**config.mk**
```make
export PLATFORM = sky130hd
export DESIGN_NAME = trolley_motor_ctrl_flat
export DESIGN_NICKNAME = d
export VERILOG_FILES = /design/src/rtl/trolley_motor_pkg.sv /design/src/rtl/trolley_motor_ctrl_if.sv /design/src/rtl/trolley_motor_channel.sv /design/src/rtl/trolley_motor_ctrl.sv /design/src/flat_wrapper.sv
export SDC_FILE = /design/constraint.sdc
export NUM_CORES = 1
export LEC_CHECK = 0
export ABC_AREA = 1
export BUFFER_PORTS_ARGS = -buffer_cell sky130_fd_sc_hd__buf_2
export CAP_MARGIN = 20
export CORE_ASPECT_RATIO = 0.8
export CORE_MARGIN = 10
export CORE_UTILIZATION = 55
export CTS_BUF_LIST = sky130_fd_sc_hd__clkbuf_16
export DETAILED_ROUTE_END_ITERATION = 6
export PLACE_DENSITY = 0.75
export SETUP_SLACK_MARGIN = 0.2
export SLEW_MARGIN = 25
export SYNTH_ARGS = -nofsm -noshare
export SYNTH_HDL_FRONTEND = slang
export SYNTH_HIERARCHICAL = 1
export SYNTH_SLANG_ARGS = --single-unit
```
**constraint.sdc**
```tcl
create_clock -name clk_clk -period 4.9 [get_ports clk_clk]
set_input_delay 0.245 -clock clk_clk [delete_from_list [all_inputs] [get_ports clk_clk]]
set_output_delay 0.245 -clock clk_clk [all_outputs]
set_load 0.02 [all_outputs]
```
**src/rtl/trolley_motor_pkg.sv**
```systemverilog
// Shared constants for the trolley motor controller: register map, direction codes, channel states.
// Pure declarations; no logic, no latency.
package trolley_motor_pkg;

  localparam logic [3:0] ADDR_CTRL    = 4'd0;
  localparam logic [3:0] ADDR_STATUS  = 4'd1;
  localparam logic [3:0] ADDR_TARGET0 = 4'd2;

  localparam int CTRL_EN_BIT    = 0;
  localparam int CTRL_CLR_BIT   = 1;
  localparam int CTRL_IRQEN_BIT = 2;

  // {dir_b, dir_a}
  localparam logic [1:0] DIR_COAST = 2'b00;
  localparam logic [1:0] DIR_FWD   = 2'b01;
  localparam logic [1:0] DIR_REV   = 2'b10;
  localparam logic [1:0] DIR_BRAKE = 2'b11;

  typedef enum logic [2:0] {
    CH_COAST,
    CH_RUN,
    CH_RAMP_DOWN,
    CH_DEAD,
    CH_BRAKE
  } ch_state_t;

  function automatic logic [1:0] req_dir(input logic reverse);
    return reverse ? DIR_REV : DIR_FWD;
  endfunction

endpackage

```
**src/rtl/trolley_motor_ctrl_if.sv**
```systemverilog
// Avalon-MM slave bus bundle for the trolley motor controller.
// Read data is registered one clock after avs_read; no wait states, no backpressure.
interface trolley_motor_ctrl_if;
  logic [3:0]  avs_address;
  logic        avs_write;
  logic [31:0] avs_writedata;
  logic        avs_read;
  logic [31:0] avs_readdata;

  modport master (
    output avs_address,
    output avs_write,
    output avs_writedata,
    output avs_read,
    input  avs_readdata
  );

  modport slave (
    input  avs_address,
    input  avs_write,
    input  avs_writedata,
    input  avs_read,
    output avs_readdata
  );
endinterface

```
**src/rtl/trolley_motor_channel.sv**
```systemverilog
// One motor channel: state machine, slew-limited duty, reversal dead time and registered PWM compare.
// Outputs react one clock after their inputs change; no backpressure.
module trolley_motor_channel
  import trolley_motor_pkg::*;
#(
  parameter int          PWM_W     = 8,
  parameter int unsigned RAMP_STEP = 1,
  parameter int unsigned DEAD_CYC  = 64
) (
  input  logic             i_clk,
  input  logic             i_rst_n,
  input  logic             i_enable,
  input  logic             i_estop,
  input  logic             i_tick,
  input  logic [PWM_W-1:0] i_cnt,
  input  logic [PWM_W+1:0] i_target,
  output logic [2:0]       o_motor,
  output logic [PWM_W+1:0] o_duty_rd,
  output logic             o_at_target
);

  localparam int DC_W = (DEAD_CYC > 1) ? $clog2(DEAD_CYC) : 1;
  localparam logic [DC_W-1:0]  DEAD_LD = DC_W'((DEAD_CYC > 0) ? DEAD_CYC - 1 : 0);
  localparam logic [PWM_W-1:0] STEP_D  = PWM_W'(RAMP_STEP);

  ch_state_t        r_state;
  logic [PWM_W-1:0] r_duty;
  logic [1:0]       r_dir;
  logic [DC_W-1:0]  r_dead;
  logic             r_pwm;

  ch_state_t        w_state_nxt;
  logic [PWM_W-1:0] w_duty_nxt;
  logic [1:0]       w_dir_nxt;
  logic [DC_W-1:0]  w_dead_nxt;

  logic [PWM_W-1:0] w_mag;
  logic [1:0]       w_req_dir;
  logic             w_brake;
  logic [PWM_W-1:0] w_ramp_tgt;
  logic [PWM_W-1:0] w_stepped;

  assign w_mag      = i_target[PWM_W-1:0];
  assign w_req_dir  = req_dir(i_target[PWM_W]);
  assign w_brake    = i_target[PWM_W+1];
  assign w_ramp_tgt = (r_state == CH_RAMP_DOWN) ? '0 : w_mag;

  // One slew step toward the ramp target, landing exactly on it when within one step.
  always_comb begin
    w_stepped = r_duty;
    if (r_duty < w_ramp_tgt) begin
      if (32'(w_ramp_tgt - r_duty) <= RAMP_STEP) w_stepped = w_ramp_tgt;
      else                                       w_stepped = r_duty + STEP_D;
    end else if (r_duty > w_ramp_tgt) begin
      if (32'(r_duty - w_ramp_tgt) <= RAMP_STEP) w_stepped = w_ramp_tgt;
      else                                       w_stepped = r_duty - STEP_D;
    end
  end

  always_comb begin
    w_state_nxt = r_state;
    w_duty_nxt  = r_duty;
    w_dir_nxt   = r_dir;
    w_dead_nxt  = r_dead;
    // Emergency stop outranks disable, which outranks the per-channel brake bit.
    if (i_estop || (i_enable && w_brake)) begin
      w_state_nxt = CH_BRAKE;
      w_duty_nxt  = '0;
      w_dir_nxt   = DIR_BRAKE;
    end else if (!i_enable) begin
      w_state_nxt = CH_COAST;
      w_duty_nxt  = '0;
      w_dir_nxt   = DIR_COAST;
    end else begin
      unique case (r_state)
        CH_COAST: begin
          w_duty_nxt = '0;
          w_dir_nxt  = DIR_COAST;
          if (w_mag != '0) begin
            w_state_nxt = CH_RUN;
            w_dir_nxt   = w_req_dir;
          end
        end
        CH_RUN: begin
          if (w_req_dir != r_dir) begin
            w_state_nxt = CH_RAMP_DOWN;
          end else if (w_mag == '0 && r_duty == '0) begin
            w_state_nxt = CH_COAST;
            w_dir_nxt   = DIR_COAST;
          end else if (i_tick) begin
            w_duty_nxt = w_stepped;
          end
        end
        CH_RAMP_DOWN: begin
          if (r_duty == '0) begin
            w_state_nxt = CH_DEAD;
            w_dir_nxt   = DIR_COAST;
            w_dead_nxt  = DEAD_LD;
          end else if (i_tick) begin
            w_duty_nxt = w_stepped;
          end
        end
        CH_DEAD: begin
          w_dir_nxt = DIR_COAST;
          if (r_dead == '0) begin
            w_state_nxt = CH_RUN;
            w_dir_nxt   = w_req_dir;
          end else begin
            w_dead_nxt = r_dead - DC_W'(1);
          end
        end
        CH_BRAKE: begin
          w_state_nxt = CH_COAST;
          w_duty_nxt  = '0;
          w_dir_nxt   = DIR_COAST;
        end
        default: begin
          w_state_nxt = CH_COAST;
          w_duty_nxt  = '0;
          w_dir_nxt   = DIR_COAST;
        end
      endcase
    end
  end

  // PWM compares against the next duty so a forced stop shows up together with the direction change.
  always_ff @(posedge i_clk) begin
    if (!i_rst_n) begin
      r_state <= CH_COAST;
      r_duty  <= '0;
      r_dir   <= DIR_COAST;
      r_dead  <= '0;
      r_pwm   <= 1'b0;
    end else begin
      r_state <= w_state_nxt;
      r_duty  <= w_duty_nxt;
      r_dir   <= w_dir_nxt;
      r_dead  <= w_dead_nxt;
      r_pwm   <= (i_cnt < w_duty_nxt);
    end
  end

  assign o_motor     = {r_pwm, r_dir};
  assign o_duty_rd   = {(r_dir == DIR_BRAKE), (r_dir == DIR_REV), r_duty};
  assign o_at_target = (r_duty == w_mag) && (r_dir == w_req_dir);

endmodule

```
**src/rtl/trolley_motor_ctrl.sv**
```systemverilog
// Multi-channel trolley motor driver: Avalon-MM registers, shared PWM counter and ramp tick, estop latch.
// Reads return one clock after avs_read, writes take effect at their edge; no wait states.
module trolley_motor_ctrl
  import trolley_motor_pkg::*;
#(
  parameter int          N_CH      = 2,
  parameter int          PWM_W     = 8,
  parameter int unsigned RAMP_DIV  = 1024,
  parameter int unsigned RAMP_STEP = 1,
  parameter int unsigned DEAD_CYC  = 64
) (
  input  logic                clk_clk,
  input  logic                reset_reset_n,
  trolley_motor_ctrl_if.slave avs,
  input  logic                prox_sensor_export,
  output logic [3*N_CH-1:0]   motor_export,
  output logic                irq
);

  localparam int DIV_W = (RAMP_DIV > 1) ? $clog2(RAMP_DIV) : 1;
  localparam logic [DIV_W-1:0] DIV_LAST   = DIV_W'((RAMP_DIV > 0) ? RAMP_DIV - 1 : 0);
  localparam logic [3:0]       ADDR_DUTY0 = 4'(ADDR_TARGET0 + N_CH);

  logic             r_enable;
  logic             r_irq_en;
  logic             r_estop;
  logic             r_prox_s1;
  logic             r_prox_s2;
  logic             r_prox_d;
  logic [PWM_W-1:0] r_pwm_cnt;
  logic [DIV_W-1:0] r_div;
  logic [PWM_W+1:0] r_target [N_CH];
  logic [31:0]      r_readdata;

  logic             w_tick;
  logic             w_prox_rise;
  logic             w_wr_ctrl;
  logic             w_estop_clr;
  logic             w_estop_hold;
  logic [31:0]      w_rd_mux;
  logic [PWM_W+1:0] w_duty_rd [N_CH];
  logic [N_CH-1:0]  w_at_target;
  logic             w_unused_wdata;

  assign w_tick       = (r_div == DIV_LAST);
  assign w_prox_rise  = r_prox_s2 & ~r_prox_d;
  assign w_wr_ctrl    = avs.avs_write && (avs.avs_address == ADDR_CTRL);
  assign w_estop_clr  = w_wr_ctrl && avs.avs_writedata[CTRL_CLR_BIT] && !r_prox_s2;
  // Channels stay braked for as long as the latch is set, and from the edge cycle itself.
  assign w_estop_hold = r_estop | w_prox_rise;
  assign w_unused_wdata = &{1'b0, avs.avs_writedata};

  always_ff @(posedge clk_clk) begin
    if (!reset_reset_n) begin
      r_enable   <= 1'b0;
      r_irq_en   <= 1'b0;
      r_estop    <= 1'b0;
      r_prox_s1  <= 1'b0;
      r_prox_s2  <= 1'b0;
      r_prox_d   <= 1'b0;
      r_pwm_cnt  <= '0;
      r_div      <= '0;
      r_readdata <= '0;
      for (int ch = 0; ch < N_CH; ch++) r_target[ch] <= '0;
    end else begin
      r_prox_s1 <= prox_sensor_export;
      r_prox_s2 <= r_prox_s1;
      r_prox_d  <= r_prox_s2;
      r_pwm_cnt <= r_pwm_cnt + PWM_W'(1);
      r_div     <= w_tick ? '0 : r_div + DIV_W'(1);
      if (w_wr_ctrl) begin
        r_enable <= avs.avs_writedata[CTRL_EN_BIT];
        r_irq_en <= avs.avs_writedata[CTRL_IRQEN_BIT];
      end
      if (w_prox_rise)      r_estop <= 1'b1;
      else if (w_estop_clr) r_estop <= 1'b0;
      for (int ch = 0; ch < N_CH; ch++) begin
        if (avs.avs_write && (avs.avs_address == 4'(ADDR_TARGET0 + ch)))
          r_target[ch] <= avs.avs_writedata[PWM_W+1:0];
      end
      r_readdata <= avs.avs_read ? w_rd_mux : '0;
    end
  end

  always_comb begin
    w_rd_mux = '0;
    if (avs.avs_address == ADDR_CTRL)
      w_rd_mux = 32'({r_irq_en, 1'b0, r_enable});
    if (avs.avs_address == ADDR_STATUS)
      w_rd_mux = 32'({w_at_target, r_prox_s2, r_estop});
    for (int ch = 0; ch < N_CH; ch++) begin
      if (avs.avs_address == 4'(ADDR_TARGET0 + ch)) w_rd_mux = 32'(r_target[ch]);
      if (avs.avs_address == 4'(ADDR_DUTY0 + ch))   w_rd_mux = 32'(w_duty_rd[ch]);
    end
  end

  assign avs.avs_readdata = r_readdata;
  assign irq              = r_estop & r_irq_en;

  for (genvar g = 0; g < N_CH; g++) begin : g_ch
    trolley_motor_channel #(
      .PWM_W     (PWM_W),
      .RAMP_STEP (RAMP_STEP),
      .DEAD_CYC  (DEAD_CYC)
    ) u_ch (
      .i_clk       (clk_clk),
      .i_rst_n     (reset_reset_n),
      .i_enable    (r_enable),
      .i_estop     (w_estop_hold),
      .i_tick      (w_tick),
      .i_cnt       (r_pwm_cnt),
      .i_target    (r_target[g]),
      .o_motor     (motor_export[3*g +: 3]),
      .o_duty_rd   (w_duty_rd[g]),
      .o_at_target (w_at_target[g])
    );
  end

endmodule

```
**src/flat_wrapper.sv**
```systemverilog
// flat-port wrapper written by rule: the top's interface ports become plain ports
module trolley_motor_ctrl_flat import trolley_motor_pkg::*;
#(
  parameter int          N_CH      = 2,
  parameter int          PWM_W     = 8,
  parameter int unsigned RAMP_DIV  = 1024,
  parameter int unsigned RAMP_STEP = 1,
  parameter int unsigned DEAD_CYC  = 64
)
  (clk_clk, reset_reset_n, prox_sensor_export, motor_export, irq, avs_avs_address, avs_avs_write, avs_avs_writedata, avs_avs_read, avs_avs_readdata);
  trolley_motor_ctrl_if avs_i ();
  input  logic clk_clk;
  input  logic reset_reset_n;
  input  logic prox_sensor_export;
  output logic [3*N_CH-1:0] motor_export;
  output logic irq;
  input wire logic [$bits(avs_i.avs_address)-1:0] avs_avs_address;
  input wire logic [$bits(avs_i.avs_write)-1:0] avs_avs_write;
  input wire logic [$bits(avs_i.avs_writedata)-1:0] avs_avs_writedata;
  input wire logic [$bits(avs_i.avs_read)-1:0] avs_avs_read;
  output wire logic [$bits(avs_i.avs_readdata)-1:0] avs_avs_readdata;
  assign avs_i.avs_address = avs_avs_address;
  assign avs_i.avs_write = avs_avs_write;
  assign avs_i.avs_writedata = avs_avs_writedata;
  assign avs_i.avs_read = avs_avs_read;
  assign avs_avs_readdata = avs_i.avs_readdata;
  trolley_motor_ctrl #(.N_CH(N_CH), .PWM_W(PWM_W), .RAMP_DIV(RAMP_DIV), .RAMP_STEP(RAMP_STEP), .DEAD_CYC(DEAD_CYC)) u_core (.clk_clk(clk_clk), .reset_reset_n(reset_reset_n), .avs(avs_i), .prox_sensor_export(prox_sensor_export), .motor_export(motor_export), .irq(irq));
endmodule
```
==> results of run 1 <==
layer usage:
| metal | vias up | share of wire [%] | wire (um) |
|---|---|---|---|
| li1 | 4082 | - | - |
| met5 | - | 0 | 0 |
| met4 | 0 | 0.94 | 211 |
| met2 | 349 | 38 | 8610 |
| met3 | 18 | 11 | 2380 |
| met1 | 3644 | 50 | 11200 |
registers in the layout (all words and copies together) (netlist names):
signal                    count
u_core/avs.avs_readdata      10
u_core/g_ch.u_ch/r_dead      12
u_core/g_ch.u_ch/r_dir        4
u_core/g_ch.u_ch/r_duty      16
u_core/g_ch.u_ch/r_pwm        2
u_core/g_ch.u_ch/r_state      6
u_core/r_div                 10
u_core/r_enable               1
u_core/r_estop                1
u_core/r_irq_en               1
u_core/r_prox_d               1
u_core/r_prox_s1              1
u_core/r_prox_s2              1
u_core/r_pwm_cnt              8
u_core/r_target              20
cells by family after synthesis:
group,Yosys count,synth area share [%]
fa+ha+maj,58,9.09
compound gates,211,15.2
buf+inv,241,12.7
flops,94,25.6
other cells,1,0.0460
simple gates,596,33.2
xor+xnor,37,4.21
worst paths after layout:
kind	endpoint	slack, ps
worst max-delay path	u_core/g_ch[1].u_ch/r_pwm	660
worst max register to register	u_core/g_ch[1].u_ch/r_pwm	660
worst min-delay path	u_core/r_prox_s1	70
worst min register to register	u_core/r_prox_s2	440
power by group through the flow:
stage	logic (mW)	clock network [mW]	registers (mW)
floorplan	0.221	0	0.851
global placement	0.269	0	0.855
detailed placement	0.274	0	0.855
CTS	0.276	0.679	0.838
global route	0.314	0.712	0.842
finish	0.281	0.664	0.839
Yosys cell counts (22+ instances only):
cell	n
nand4_1	23
ha_1	56
o21ai_1	22
inv_1	174
buf_4	29
xor2_1	30
o21ai_0	41
nand3_1	82
nor2_1	119
dfxtp_1	74
a21oi_1	71
nand2_1	290
area by class of cell:
type / instances / area, um^2 / share of cell area, %
inverters: 196 / 737 / 8.50
clock inverters: 7 / 52.6 / 0.606
repair buffers: 41 / 220 / 2.54
multi-input cells: 924 / 5120 / 59.1
flip-flops and latches: 94 / 2080 / 24.0
well taps: 184 / 230 / 2.66
clock buffers: 9 / 225 / 2.60
critical path, delay by kind of cell, from the launching register on:
| kind | cells | cell delay, ps |
|---|---|---|
| AO/OA/AOI/OAI | 8 | 1070 |
| AND/OR/NAND/NOR | 11 | 1500 |
| buffers and inverters | 3 | 240 |
| flip-flops | 1 | 370 |
| adder cells (fa/ha/maj) | 3 | 930 |
stage by stage:
stage / std cells / hold slack (ps)
global route: 1455 / 80.3
finish: 1455 / 74.7
floorplan: 1259 / 343
CTS: 1455 / 64.1
detailed placement: 1439 / 423
global placement: 1439 / 395
==> run_results.csv, run 1 <==
group,metric,value,unit
critical_path,reg2reg_from,"u_core/g_ch[1].u_ch/r_state[1]",
timing,finalCritPeriodShare,86.5,%
pwr,p_total,1.78,mW
timing,setup_ws,662,ps
critical_path,crit_fanout,18,
global_routing,grt_util_met1,33.0,%
floorplan,core_area,14400,um^2
pwr,p_comb_share,15.7,%
timing,hold_viol,0,
routing,ant_nets,0,
cts,tritoncts,"done",
pwr,clockPowerShare,37.2,%
status,status,"finished clean",
critical_path,cpPeakStageDelay,400,ps
routing,routed_wl,22400,um
placement,port-buffer-count,35,
layout,final_cell_mix,"290 x nand2_1, 174 x inv_1, 119 x nor2_1, 81 x nand3_1, 74 x dfxtp_1",
critical_path,required,5160,ps
synth,syn_inst,1238,
synth,yosys.area.top_type,"dfxtp_1",
floorplan,ios,80,
layout,syn_to_final_growth,6.37,%
layout,mostFrequentLayoutCell,"nand2_1",
critical_path,cp-start-kind,"flip-flop",
global_routing,use_met3,6.63,%
timing,worst_pin_slew,863,ps
synth,yosys_most_used_dff,"dfxtp_1",
timing,maxSlewHeadroom,42.3,%
pwr,switchingPower,536,uW
layout,fin_area,8670,um^2
synth,yosys_register_bits,94,
critical_path,crit_start,"u_core/g_ch[1].u_ch/r_state[1]",
synth,synthTopCellsByArea,"dfxtp_1 18%, nand2_1 13%, ha_1 8.6%",
critical_path,reg2reg_depth,25,
pwr,seq_power_share,47.0,%
layout,fill_cells,1411,
cts,cts_sinks,94,
cts,hold_buffers,0,
layout,post-route-util,60.2,%
synth,yosys_warnings,6,
routing,wl_per_cell,15.4,um
global_routing,use_met2,30.6,%
synth,synth_edf_count,20,
layout,layout-drive-gt1-share,10.5,%
timing,final_max_slew_viol_count,0,
floorplan,rows,39,
cts,cts_setup_buffers,0,
timing,rsz0062_at_grt,"false",
placement,place_hpwl,17700,um
floorplan,die-area,20100,um^2
global_routing,grt-busiest-layer,"met1",
synth,yosysUniqueCellTypes,57,
global_routing,grt_start_max_net_pins,26,
critical_path,crit_path_frequent_cell,"nand2_1",
layout,nets,1365,
synth,synth_top_area_share,18.2,%
critical_path,arrival,4500,ps
placement,dp_slack,662,ps
cts,root_buffer,"clkbuf_16",
global_routing,grt_pass1_vias,7294,
timing,finalSetupViolations,0,
worst_hold_path,min_path_type,"in -> reg",
placement,placed_cell_area,8380,um^2
timing,fin_setup_tns,0,ps
layout,diodes,0,
floorplan,die_w,156,um
pwr,ir_drop,0.227,mV
cts,clock_path_buffers,2,
timing,fmax,236,MHz
global_routing,grt.overflow.total,0,
routing,first_pass_iters,6,
worst_hold_path,whs_path_depth,3,
synth,synth.avg_cell_area,6.58,um^2
routing,drc,0,
synth,yosysSeqAreaShare,25.6,%
global_routing,grt.total_usage,22.1,%
pwr,power.density,206,nW/um^2
critical_path,cp-end-kind,"flip-flop",
routing,vias,8093,
pwr,power_leakage,4.18,nW
cts,clk_pin_slew_worst_paths,70,ps
routing,via_per_inst,5.56,
floorplan,initial_core_util,56.6,%
synth,async_flop_share,0,%
global_routing,grt_pass1_wl,36500,um
global_routing,antenna_found_initial,0,
cts,htreeDepth,3,
critical_path,slowest_stage,"fa_1",
pwr,internal-power,1.25,mW
timing,finClkSkew,9.35,ps
routing,drt-initial-drc-count,812,
pwr,switching_share,30.0,%
floorplan,die_y,129,um
cts,numCtsBuffers,9,
cts,worstSkewPairLatency,350,ps
timing,min_period,4240,ps
placement,place_congestion,0.970,
job,maxCapViolCount,0,
worst_hold_path,min-delay-start,"prox_sensor_export",
synth,syn_area,8150,um^2
cts,ctsResizeCount,0,
critical_path,path_class,"reg -> reg",
No activity file was read; power rests on OpenSTA's default activity.
==> inputs of run 2 (changes only) <==
ABC_AREA = default   (was 1)
==> run 2 against run 1 <==
Worst setup slack lost 510 ps. Sequential cell count is the same. Combinational power rose by 32%. Die area grew 2.9%. Sequential share of layout area shrank 3.6 points. Largest power group unchanged. Count of clock-buffer cells in the layout unchanged. Routed wire length is 22% higher. Clock power up 3.2%.
==> run_results.csv, run 2 <==
group,metric,value,unit
timing,finalCritPeriodShare,97.0,%
synth,synth_commonest_cells,"90 x nand2_1, 78 x a21oi_1, 74 x dfxtp_1, 73 x nor2_1, 56 x ha_1",
critical_path,reg2reg_from,"u_core/g_ch[1].u_ch/r_state[2]",
floorplan,initial_core_util,56.1,%
synth,yosysSeqAreaShare,24.7,%
routing,via_per_inst,6.47,
floorplan,die_w,158,um
synth,synth.avg_cell_area,8.05,um^2
critical_path,cp_cell_sequence,"or3b_4 -> buf_4 -> buf_4 -> nand2_2 -> buf_4 -> ha_2 -> a21oi_4 -> nand2_1 -> o211ai_1 -> buf_4 -> and2_2 -> buf_4 -> nand2_1 -> mux2i_2 -> a221oi_2 -> or3_1 -> ha_1 -> nand3_1 -> o21bai_1 -> a21oi_1 -> a211oi_2 -> buf_4",
layout,largest_register,"u_core/r_target",
global_routing,grt.total_usage,23.7,%
timing,maxSlewHeadroom,30.0,%
routing,vias,8586,
critical_path,path_class,"reg -> reg",
cts,clk_pin_slew_worst_paths,80,ps
pwr,power_leakage,3.92,nW
worst_hold_path,whs_path_depth,2,
global_routing,antenna_found_initial,0,
critical_path,arrival,5010,ps
timing,worst_pin_slew,1020,ps
critical_path,reg2reg_depth,22,
routing,first_pass_iters,7,
placement,place_hpwl,19300,um
timing,min_period,4750,ps
critical_path,r2r_slack,150,ps
layout,final_cell_mix,"87 x buf_4, 80 x nand2_1, 73 x nor2_1, 71 x dfxtp_1, 61 x a21oi_1",
cts,hold_buffers,0,
cts,worstSkewPairLatency,350,ps
timing,fin_setup_tns,0,ps
cts,cts_sinks,94,
timing,rsz0062_at_grt,"true",
synth,syn_area,8420,um^2
global_routing,grt_pass1_wl,39500,um
floorplan,die-area,20700,um^2
synth,yosys_warnings,6,
floorplan,ios,80,
layout,diodes,0,
timing,finalSetupViolations,0,
pwr,power.density,185,nW/um^2
layout,reg.largest.list,"u_core/r_target x20, u_core/g_ch.u_ch/r_duty x16, u_core/g_ch.u_ch/r_dead x12",
pwr,ir_drop,0.174,mV
critical_path,slowest_stage,"or3b_4",
worst_hold_path,min_path_type,"in -> reg",
timing,final_max_slew_viol_count,0,
synth,yosys_most_used_dff,"dfxtp_1",
routing,drc,0,
critical_path,required,5150,ps
timing,fmax,210,MHz
timing,finClkSkew,12.3,ps
worst_hold_path,min-delay-start,"prox_sensor_export",
critical_path,cp-end-kind,"flip-flop",
routing,ant_nets,0,
placement,place_congestion,0.986,
synth,synthTopCellsByArea,"dfxtp_1 18%, ha_1 8.3%, edfxtp_1 7.1%",
floorplan,core_area,15000,um^2
critical_path,crit_path_frequent_cell,"buf_4",
routing,wl_per_cell,20.6,um
synth,yosysUniqueCellTypes,90,
cts,root_buffer,"clkbuf_16",
pwr,p_total,1.90,mW
synth,yosys_register_bits,94,
cts,tritoncts,"done",
worst_hold_path,min_to,"u_core/r_prox_s1",
routing,routed_wl,27300,um
synth,synth_edf_count,20,
cts,numCtsBuffers,9,
status,status,"finished clean",
layout,syn_to_final_growth,21.4,%
placement,port-buffer-count,35,
global_routing,grt_pass1_vias,7589,
floorplan,die_y,131,um
global_routing,grt_start_max_net_pins,30,
global_routing,grt.overflow.total,0,
critical_path,r2r_end,"u_core/g_ch[1].u_ch/r_pwm",
layout,nets,1232,
timing,hold_viol,0,
synth,async_flop_share,0,%
timing,hold_ws,97.3,ps
critical_path,cp-start-kind,"flip-flop",
critical_path,crit_fanout,12,
synth,synth_top_area_share,17.6,%
cts,htreeDepth,3,
layout,layout-drive-gt1-share,24.9,%
synth,synth_most_common_cell,"nand2_1",
critical_path,cpPeakStageDelay,410,ps
cts,clock_path_buffers,2,
routing,drt-initial-drc-count,938,
layout,mostFrequentLayoutCell,"buf_4",
synth,syn_inst,1046,
synth,yosys.area.top_type,"dfxtp_1",
layout,largest_reg_flops,20,
floorplan,rows,40,
job,maxCapViolCount,0,
run 2: cell count changes after synthesis, moves of 22 or more:
cell | previous run | this run
and2_1 | 0 | 27
inv_1 | 174 | 46
mux2i_1 | 0 | 22
nand2_1 | 290 | 90
nand3_1 | 82 | 37
nor2_1 | 119 | 73
xnor2_1 | 6 | 35
run 2: through the flow:
stage | setup slack [ps] | util (%) | std cells | instance area (um^2)
floorplan | 205 | - | 1067 | 8560
global placement | 46.7 | 60.7 | 1290 | 9110
detailed placement | -26.0 | 60.7 | 1290 | 9110
CTS | 176 | 64.0 | 1311 | 9620
global route | -21.0 | 68.1 | 1327 | 10200
finish | 147 | 68.1 | 1327 | 10200
run 2: final cells by class:
class                           instances  area (um^2)
Clock buffer                            9          225
Clock inverter                          7         62.6
Fill cell                            1170         4790
Inverter                               47          176
Multi-Input combinational cell        849         6460
Sequential cell                        94         2090
Tap cell                              189          236
Timing Repair Buffer                  132          972
run 2: cell families after synthesis:
group,after synthesis,synth area share (%)
simple gates,414,27.5
fa+ha+maj,58,8.80
mux,28,3.42
buf+inv,124,7.19
compound gates,274,22.8
other cells,1,0.0445
flops,94,24.7
xor+xnor,53,5.51
run 2: routing by layer:
layer / wire length (um) / GRT usage, %
met1: 11600 / 34.9
met2: 11200 / 33.7
met3: 3850 / 6.14
met4: 671 / 5.22
met5: 0 / 0
run 2: critical path: cells and delay by family (launching register included):
| kind | cells | cell delay (ps) |
|---|---|---|
| flops | 1 | 310 |
| fa+ha+maj | 2 | 620 |
| compound gates | 6 | 1020 |
| simple gates | 7 | 1490 |
| mux | 1 | 150 |
| buf+inv | 6 | 1060 |
run 2: what timing repair did:
item / 4_1_cts / 5_1_grt
setup endpoints to repair: 2 / 2
cloned: 0 / 1
endpoints found under the hold margin: 0 / 0
pin swaps: 8 / 34
buffers inserted: 5 / 15
resized for setup: 30 / 92
run 2: how the worst max path moves through the flow:
stage                     cells after the start                           start                   endpoint  slack (ps)
final                                        22  u_core/g_ch[1].u_ch/r_state[2]  u_core/g_ch[1].u_ch/r_pwm         150
after floorplan                              19  u_core/g_ch[1].u_ch/r_state[1]  u_core/g_ch[1].u_ch/r_pwm         200
after CTS                                    19  u_core/g_ch[0].u_ch/r_state[0]  u_core/g_ch[0].u_ch/r_pwm         180
after global placement                       20  u_core/g_ch[1].u_ch/r_state[2]  u_core/g_ch[1].u_ch/r_pwm          50
after global routing                         25  u_core/g_ch[1].u_ch/r_state[2]  u_core/g_ch[1].u_ch/r_pwm         -20
after detailed placement                     20  u_core/g_ch[0].u_ch/r_state[0]  u_core/g_ch[0].u_ch/r_pwm         -30
run 2: power breakdown:
part | internal, mW | switching (mW) | leakage [nW]
Combinational | 0.153 | 0.216 | 2.98
Clock | 0.357 | 0.328 | 0.145
Sequential | 0.812 | 0.0302 | 0.792
